<file path="src/rtl/snoop_bus_arbiter.sv">
// ---------------------------------------------------------------------------
// snoop_bus_arbiter
//
// Shared-bus coherence controller for the two-core SMP. It arbitrates read
// and write misses from both cores' Dcaches and snoops the non-requesting
// core. It also sequences writebacks, main-memory fills and cache-to-cache
// transfers under an MSI policy.
//
// Sequence: IDLE -> SNOOP -> [WB] -> [MEM_RD] -> DONE -> IDLE
//
// Optional feature macro: BUS_STATS_EN
//   When defined, this macro adds three 16-bit saturating counters. They
//   count grants completed per core and cache-to-cache fills.
//
// Ports:
//   clk, rst_n          clock, asynchronous active-low reset
//   req_rd, req_wr      per-core level miss requests, held until done
//   req_addr0/1         per-core miss block address
//   snoop_state0/1      snooped block state per core (00=I, 01=S, 10=M)
//   snoop_found         per-core search hit
//   grant               one-hot bus owner (registered)
//   done                one-cycle completion pulse to the owner
//   snoop_search        search request to the non-owner
//   snoop_addr          address being searched, shared by both cores
//   snoop_flush         non-owner drives its modified block onto the bus
//   snoop_inval         one-cycle pulse that sets the non-owner's block to I
//   snoop_downgrade     one-cycle pulse that sets the non-owner's block M->S
//   mem_re, mem_we      memory read / write strobes
//   mem_addr            memory block address
//   fill_src            0 = fill from memory, 1 = fill from the bus
//   busy                high whenever not IDLE
//   stat_grants0/1,
//   stat_c2c            (BUS_STATS_EN only) saturating statistics counters
// ---------------------------------------------------------------------------
module snoop_bus_arbiter #(
    parameter int MEM_LAT = 4,
    parameter int ADDR_W  = 11
) (
    input  logic              clk,
    input  logic              rst_n,
    input  logic [1:0]        req_rd,
    input  logic [1:0]        req_wr,
    input  logic [ADDR_W-1:0] req_addr0,
    input  logic [ADDR_W-1:0] req_addr1,
    input  logic [1:0]        snoop_state0,
    input  logic [1:0]        snoop_state1,
    input  logic [1:0]        snoop_found,
    output logic [1:0]        grant,
    output logic [1:0]        done,
    output logic [1:0]        snoop_search,
    output logic [ADDR_W-1:0] snoop_addr,
    output logic [1:0]        snoop_flush,
    output logic [1:0]        snoop_inval,
    output logic [1:0]        snoop_downgrade,
    output logic              mem_re,
    output logic              mem_we,
    output logic [ADDR_W-1:0] mem_addr,
    output logic              fill_src,
`ifdef BUS_STATS_EN
    output logic [15:0]       stat_grants0,
    output logic [15:0]       stat_grants1,
    output logic [15:0]       stat_c2c,
`endif
    output logic              busy
);

    localparam logic [3:0] LP_LAT_M1 = 4'(MEM_LAT - 1);

    typedef enum logic [2:0] {
        S_IDLE,
        S_SNOOP,
        S_WB,
        S_MEM_RD,
        S_DONE
    } state_t;

    state_t            r_state;
    state_t            w_state_nxt;

    logic [1:0]        r_grant;
    logic              r_owner;       // 0 = core0, 1 = core1
    logic              r_is_wr;
    logic              r_last_grant;
    logic [3:0]        r_cnt;
    logic              r_oth_m;
    logic              r_oth_s;
    logic              r_c2c;
    logic [ADDR_W-1:0] r_addr;

    logic [1:0]        w_eff;
    logic              w_sel;
    logic              w_sel_wr;
    logic [1:0]        w_owner_oh;
    logic [1:0]        w_other_oh;
    logic              w_oth_found;
    logic [1:0]        w_oth_state;
    logic              w_oth_m;
    logic              w_oth_s;

    // Arbitration: a lone requester wins. On a tie, the core that did not
    // win last time wins. Holding rd and wr together counts as a write.
    assign w_eff    = req_rd | req_wr;
    assign w_sel    = (w_eff == 2'b11) ? ~r_last_grant : w_eff[1];
    assign w_sel_wr = w_sel ? req_wr[1] : req_wr[0];

    assign w_owner_oh  = r_owner ? 2'b10 : 2'b01;
    assign w_other_oh  = r_owner ? 2'b01 : 2'b10;
    assign w_oth_found = r_owner ? snoop_found[0] : snoop_found[1];
    assign w_oth_state = r_owner ? snoop_state0 : snoop_state1;
    assign w_oth_m     = w_oth_found && (w_oth_state == 2'b10);
    assign w_oth_s     = w_oth_found && (w_oth_state == 2'b01);

    assign grant = r_grant;
    assign busy  = (r_state != S_IDLE);

    always_ff @(posedge clk or negedge rst_n) begin
        if (!rst_n) begin
            r_state <= S_IDLE;
        end else begin
            r_state <= w_state_nxt;
        end
    end

    always_comb begin
        w_state_nxt     = r_state;
        done            = 2'b00;
        snoop_search    = 2'b00;
        snoop_addr      = '0;
        snoop_flush     = 2'b00;
        snoop_inval     = 2'b00;
        snoop_downgrade = 2'b00;
        mem_re          = 1'b0;
        mem_we          = 1'b0;
        mem_addr        = '0;
        fill_src        = 1'b0;
        case (r_state)
            S_IDLE: begin
                if (|w_eff) w_state_nxt = S_SNOOP;
            end
            S_SNOOP: begin
                snoop_search = w_other_oh;
                snoop_addr   = r_addr;
                w_state_nxt  = w_oth_m ? S_WB : S_MEM_RD;
            end
            S_WB: begin
                mem_we      = 1'b1;
                mem_addr    = r_addr;
                snoop_flush = w_other_oh;
                // A read takes the flushed block straight off the bus. A
                // write still needs the freshly written-back copy from memory.
                if (r_cnt == 4'd0) w_state_nxt = r_is_wr ? S_MEM_RD : S_DONE;
            end
            S_MEM_RD: begin
                mem_re   = 1'b1;
                mem_addr = r_addr;
                if (r_cnt == 4'd0) w_state_nxt = S_DONE;
            end
            S_DONE: begin
                done     = w_owner_oh;
                fill_src = r_c2c;
                if (r_is_wr && (r_oth_m || r_oth_s)) snoop_inval = w_other_oh;
                if (!r_is_wr && r_oth_m) snoop_downgrade = w_other_oh;
                w_state_nxt = S_IDLE;
            end
            default: w_state_nxt = S_IDLE;
        endcase
    end

    always_ff @(posedge clk or negedge rst_n) begin
        if (!rst_n) begin
            r_grant      <= 2'b00;
            r_owner      <= 1'b0;
            r_is_wr      <= 1'b0;
            r_last_grant <= 1'b1;
            r_cnt        <= 4'd0;
            r_oth_m      <= 1'b0;
            r_oth_s      <= 1'b0;
            r_c2c        <= 1'b0;
        end else begin
            case (r_state)
                S_IDLE: begin
                    if (|w_eff) begin
                        r_owner <= w_sel;
                        r_is_wr <= w_sel_wr;
                        r_grant <= w_sel ? 2'b10 : 2'b01;
                    end
                end
                S_SNOOP: begin
                    r_oth_m <= w_oth_m;
                    r_oth_s <= w_oth_s;
                    r_c2c   <= w_oth_m && !r_is_wr;
                    r_cnt   <= LP_LAT_M1;
                end
                S_WB: begin
                    // Reload on the way into MEM_RD for the write path.
                    r_cnt <= (r_cnt == 4'd0) ? LP_LAT_M1 : r_cnt - 4'd1;
                end
                S_MEM_RD: begin
                    if (r_cnt != 4'd0) r_cnt <= r_cnt - 4'd1;
                end
                S_DONE: begin
                    r_last_grant <= r_owner;
                    r_grant      <= 2'b00;
                end
                default: ;
            endcase
        end
    end

    always_ff @(posedge clk) begin
        if (r_state == S_IDLE && |w_eff) r_addr <= w_sel ? req_addr1 : req_addr0;
    end

`ifdef BUS_STATS_EN
    always_ff @(posedge clk or negedge rst_n) begin
        if (!rst_n) begin
            stat_grants0 <= 16'h0000;
            stat_grants1 <= 16'h0000;
            stat_c2c     <= 16'h0000;
        end else if (r_state == S_DONE) begin
            if (!r_owner && stat_grants0 != 16'hFFFF) stat_grants0 <= stat_grants0 + 16'd1;
            if (r_owner && stat_grants1 != 16'hFFFF) stat_grants1 <= stat_grants1 + 16'd1;
            if (r_c2c && stat_c2c != 16'hFFFF) stat_c2c <= stat_c2c + 16'd1;
        end
    end
`endif

endmodule

</file>
<file path="config.mk">
export PLATFORM = sky130hd
export DESIGN_NAME = snoop_bus_arbiter
export DESIGN_NICKNAME = d
export VERILOG_FILES = /design/src/rtl/snoop_bus_arbiter.sv
export SDC_FILE = /design/constraint.sdc
export NUM_CORES = 1
export LEC_CHECK = 0
export CAP_MARGIN = 20
export CORE_ASPECT_RATIO = 1.1
export CORE_MARGIN = 2
export CORE_UTILIZATION = 39
export CTS_CLUSTER_SIZE = 8
export DETAILED_ROUTE_END_ITERATION = 8
export PLACE_DENSITY = 0.84
export SLEW_MARGIN = 0
export SYNTH_ARGS = -nofsm -noshare
export SYNTH_HDL_FRONTEND = slang
export SYNTH_SLANG_ARGS = --single-unit
</file>
<file path="constraint.sdc">
create_clock -name clk -period 3.1 [get_ports clk]
set_input_delay 0.62 -clock clk [delete_from_list [all_inputs] [get_ports clk]]
set_output_delay 0.62 -clock clk [all_outputs]
set_load 0.05 [all_outputs]
</file>
==> results.tsv <==
metric	value	unit
synth_register_bits	26	
crit_path_max_fanout	12	
totalNegativeSetupSlack	0	ns
max_slew_vio_count	0	
place.gp.congestion	0.8067	
setup.worst_path.class	flip-flop to output pin	
insertion_delay	0.27	ns
clock.fmax	0.3415	GHz
postSynthCellCount	151	
synth.avg_cell_area	9.985	sq um
hold-path-endpoint	r_last_grant$_DFFE_PN1P_	
cts-buffers-inserted	3	
hold_class	flip-flop to flip-flop	
core_area	0.003684	sq mm
num-fill-cells	337	
largest_net_degree_at_the_start_of_global_routing	16	
rsz0062_at_grt	false	
run_status	finished clean	
cts-htree-levels	1	
io_pins	72	
tightestPinTransition	0.9918	ns
static-leakage-power	0.9797	nW
postSynthNetCount	187	
floorplan.initialDensity	0.4093	
synth_seq_area_share	0.4689	
placementRows	23	
netlist_area	0.001508	sq mm
post_synth_edffs	11	
synth_top_area_cell	sky130_fd_sc_hd__dfrtp_1	
postLayoutCoreUtil	0.6365	
global_route.overflow_total	0	
timing.final.hold_violations	0	
regToRegEndpoint	r_addr[6]$_DFFE_PP_	
async_reset_ff_frac	0.5769	
maxSlewHeadroom	0.3344	
synth-adder-area-share	0.01660	
cts_setup_buffers	0	
diodes	0	
drt_first_iter_violations	58	
path_clk_slew	0.09	ns
cts_root_buffer	sky130_fd_sc_hd__clkbuf_8	
post_cts_resize_count	0	
die-width	63.28	um
final_min_period_over_clock_period	0.9446	
r2r.worst_path.cells	3	
crit_arrival	2.31	ns
vdd_ir_drop_max	555.9	uV
synth_ff_type	sky130_fd_sc_hd__dfrtp_1	
synth_top_cell_area_share	0.2324	
number_of_antenna_violations_at_the_first_check_in_global_routing	0	
worstReg2RegStart	r_state[2]$_DFFE_PN0P_	
antenna_violating_nets_post_route	0	
drt-total-wl	3.770	mm
route.detailed.wl_per_inst	13.86	um
postCtsHoldBufs	0	
dp_hpwl	2.942	mm
number_of_buffers_between_clock_root_and_the_deepest_sink	2	
post_synth_main_area_contributors	sky130_fd_sc_hd__dfrtp_1 23%, sky130_fd_sc_hd__edfxtp_1 22%, sky130_fd_sc_hd__and2_1 9.5%	
final.setup_skew	0.002099	ns
startpoint_of_the_worst_hold_path	r_last_grant$_DFFE_PN1P_	
grt_pass1_vias	1270	
fin_crit	2.928	ns
num-nets-final	259	
setup.worst_path.end_class	output pin	
ys_types	42	
drive_above_1_share	0.1216	
globalRouteTotalUtil	0.1733	
whs_path_depth	2	
main_combinational_cell_family_by_area_after_synthesis	simple AND/OR/NAND/NOR gates	
wire_length_of_the_first_global_routing_pass	6.099	mm
die_h	69.21	um
vias	1353	
drc	0	
detailedRoute.firstPassIterationCount	4	
r2r_slack	1.20	ns
power.density	948.3	mW/mm^2
cap_violations	0	
area_growth_syn_to_layout	55.52	%
synth_compound_area_frac	0.1112	
muxShareOfSynthArea	0.08216	
timing.final.setup_violations	0	
synthSimpleGateAreaFrac	0.2797	
routed_via_density	4.974	
die_area	0.004380	sq mm
critical_path_required	2.48	ns
clock_sinks	26	
count_of_buffers_from_port_buffering	71	
synth-warning-count	0	
tritoncts	done	
start_kind	flip-flop	
synth_xor_xnor_area_share	0	
## power by group
group | switching (mW) | leakage [nW] | internal (mW) | total (mW)
registers | 0.134 | 0.283 | 0.503 | 0.637
clock network | 0.109 | 0.0357 | 0.173 | 0.281
logic | 0.805 | 0.661 | 0.499 | 1.30
## per-layer routing
metal / track usage / wire, um
met5: 0 / 0
met4: 0.04348 / 34
met3: 0.01623 / 129
met2: 0.3097 / 2027
met1: 0.2246 / 1579
## stage by stage
step	std cells	power [mW]	instance area, sq um	worst slack [ns]	hold slack (ns)
2_1_floorplan	151	1.528	1508	0.5253	0.3244
3_3_place_gp	268	1.938	2268	0.4654	0.4776
3_5_place_dp	268	1.954	2268	0.3909	0.4789
4_1_cts	272	2.242	2340	0.07896	0.4902
5_1_grt	272	2.356	2345	0.04529	0.5022
6_report	272	2.224	2345	0.1717	0.4898
## critical path, stage by stage, from the launching register on
cell,delay [ns]
sky130_fd_sc_hd__dfrtp_1,0.52
sky130_fd_sc_hd__nor2_1,0.33
sky130_fd_sc_hd__nand2_1,0.24
sky130_fd_sc_hd__nor2_1,0.14
sky130_fd_sc_hd__clkdlybuf4s50_1,0.82
## flip-flops by register name (all words and copies together), names as in the netlist
name	count
r_addr	11
r_last_grant	1
r_state	3
r_c2c	1
r_is_wr	1
r_oth_m	1
r_cnt	4
grant	2
r_oth_s	1
r_owner	1
## cell usage in the layout, fill, tap and decap left out, drive strengths merged, types with 3 or more instances in the layout
cell,count
o21ai,10
clkbuf,3
inv,8
buf,4
nand3,3
a31oi,3
edfxtp,11
and2,23
nand2,11
clkdlybuf4s50,68
and3,3
nand2b,3
nor2,12
or3,3
mux2,11
nor3,4
dfrtp,14
## how the worst max path moves through the flow
stage / startpoint / to / slack [ns]
global placement: r_state[1]$_DFFE_PN0P_ / snoop_downgrade[1] / 0.47
finish: r_state[1]$_DFFE_PN0P_ / done[0] / 0.17
detailed placement: r_state[1]$_DFFE_PN0P_ / snoop_inval[1] / 0.39
CTS: r_state[1]$_DFFE_PN0P_ / snoop_inval[1] / 0.08
floorplan: r_state[0]$_DFFE_PN0P_ / snoop_downgrade[1] / 0.53
global route: r_state[1]$_DFFE_PN0P_ / done[0] / 0.05
## layout make-up
type	instances	area, sq um	share of cell area
Clock buffer	3	41.29	0.01761
Clock inverter	1	30.03	0.01281
Inverter	8	30.03	0.01281
Multi-Input combinational cell	110	738.2	0.3148
Sequential cell	26	706.9	0.3015
Tap cell	50	62.56	0.02668
Timing Repair Buffer	74	735.7	0.3138
## synthesized netlist by cell type, types with 3 or more instances
cell and instances:
sky130_fd_sc_hd__a31oi_1 3, sky130_fd_sc_hd__dfrtp_1 14, sky130_fd_sc_hd__edfxtp_1 11, sky130_fd_sc_hd__nor3_1 3
sky130_fd_sc_hd__inv_1 7, sky130_fd_sc_hd__nand2_1 11, sky130_fd_sc_hd__nor2_1 12, sky130_fd_sc_hd__mux2_2 11
sky130_fd_sc_hd__o21ai_1 6, sky130_fd_sc_hd__nand2b_1 3, sky130_fd_sc_hd__and2_1 23, sky130_fd_sc_hd__clkbuf_1 4
sky130_fd_sc_hd__and3_1 3
## cell families (layout without fill, tap and decap cells)
group | after synthesis | in the layout
compound gates | 25 | 25
buf+inv | 15 | 86
mux | 11 | 11
flops | 26 | 26
fa+ha+maj | 2 | 2
simple gates | 72 | 72
Note: power is estimated with default switching activity, not from simulation.
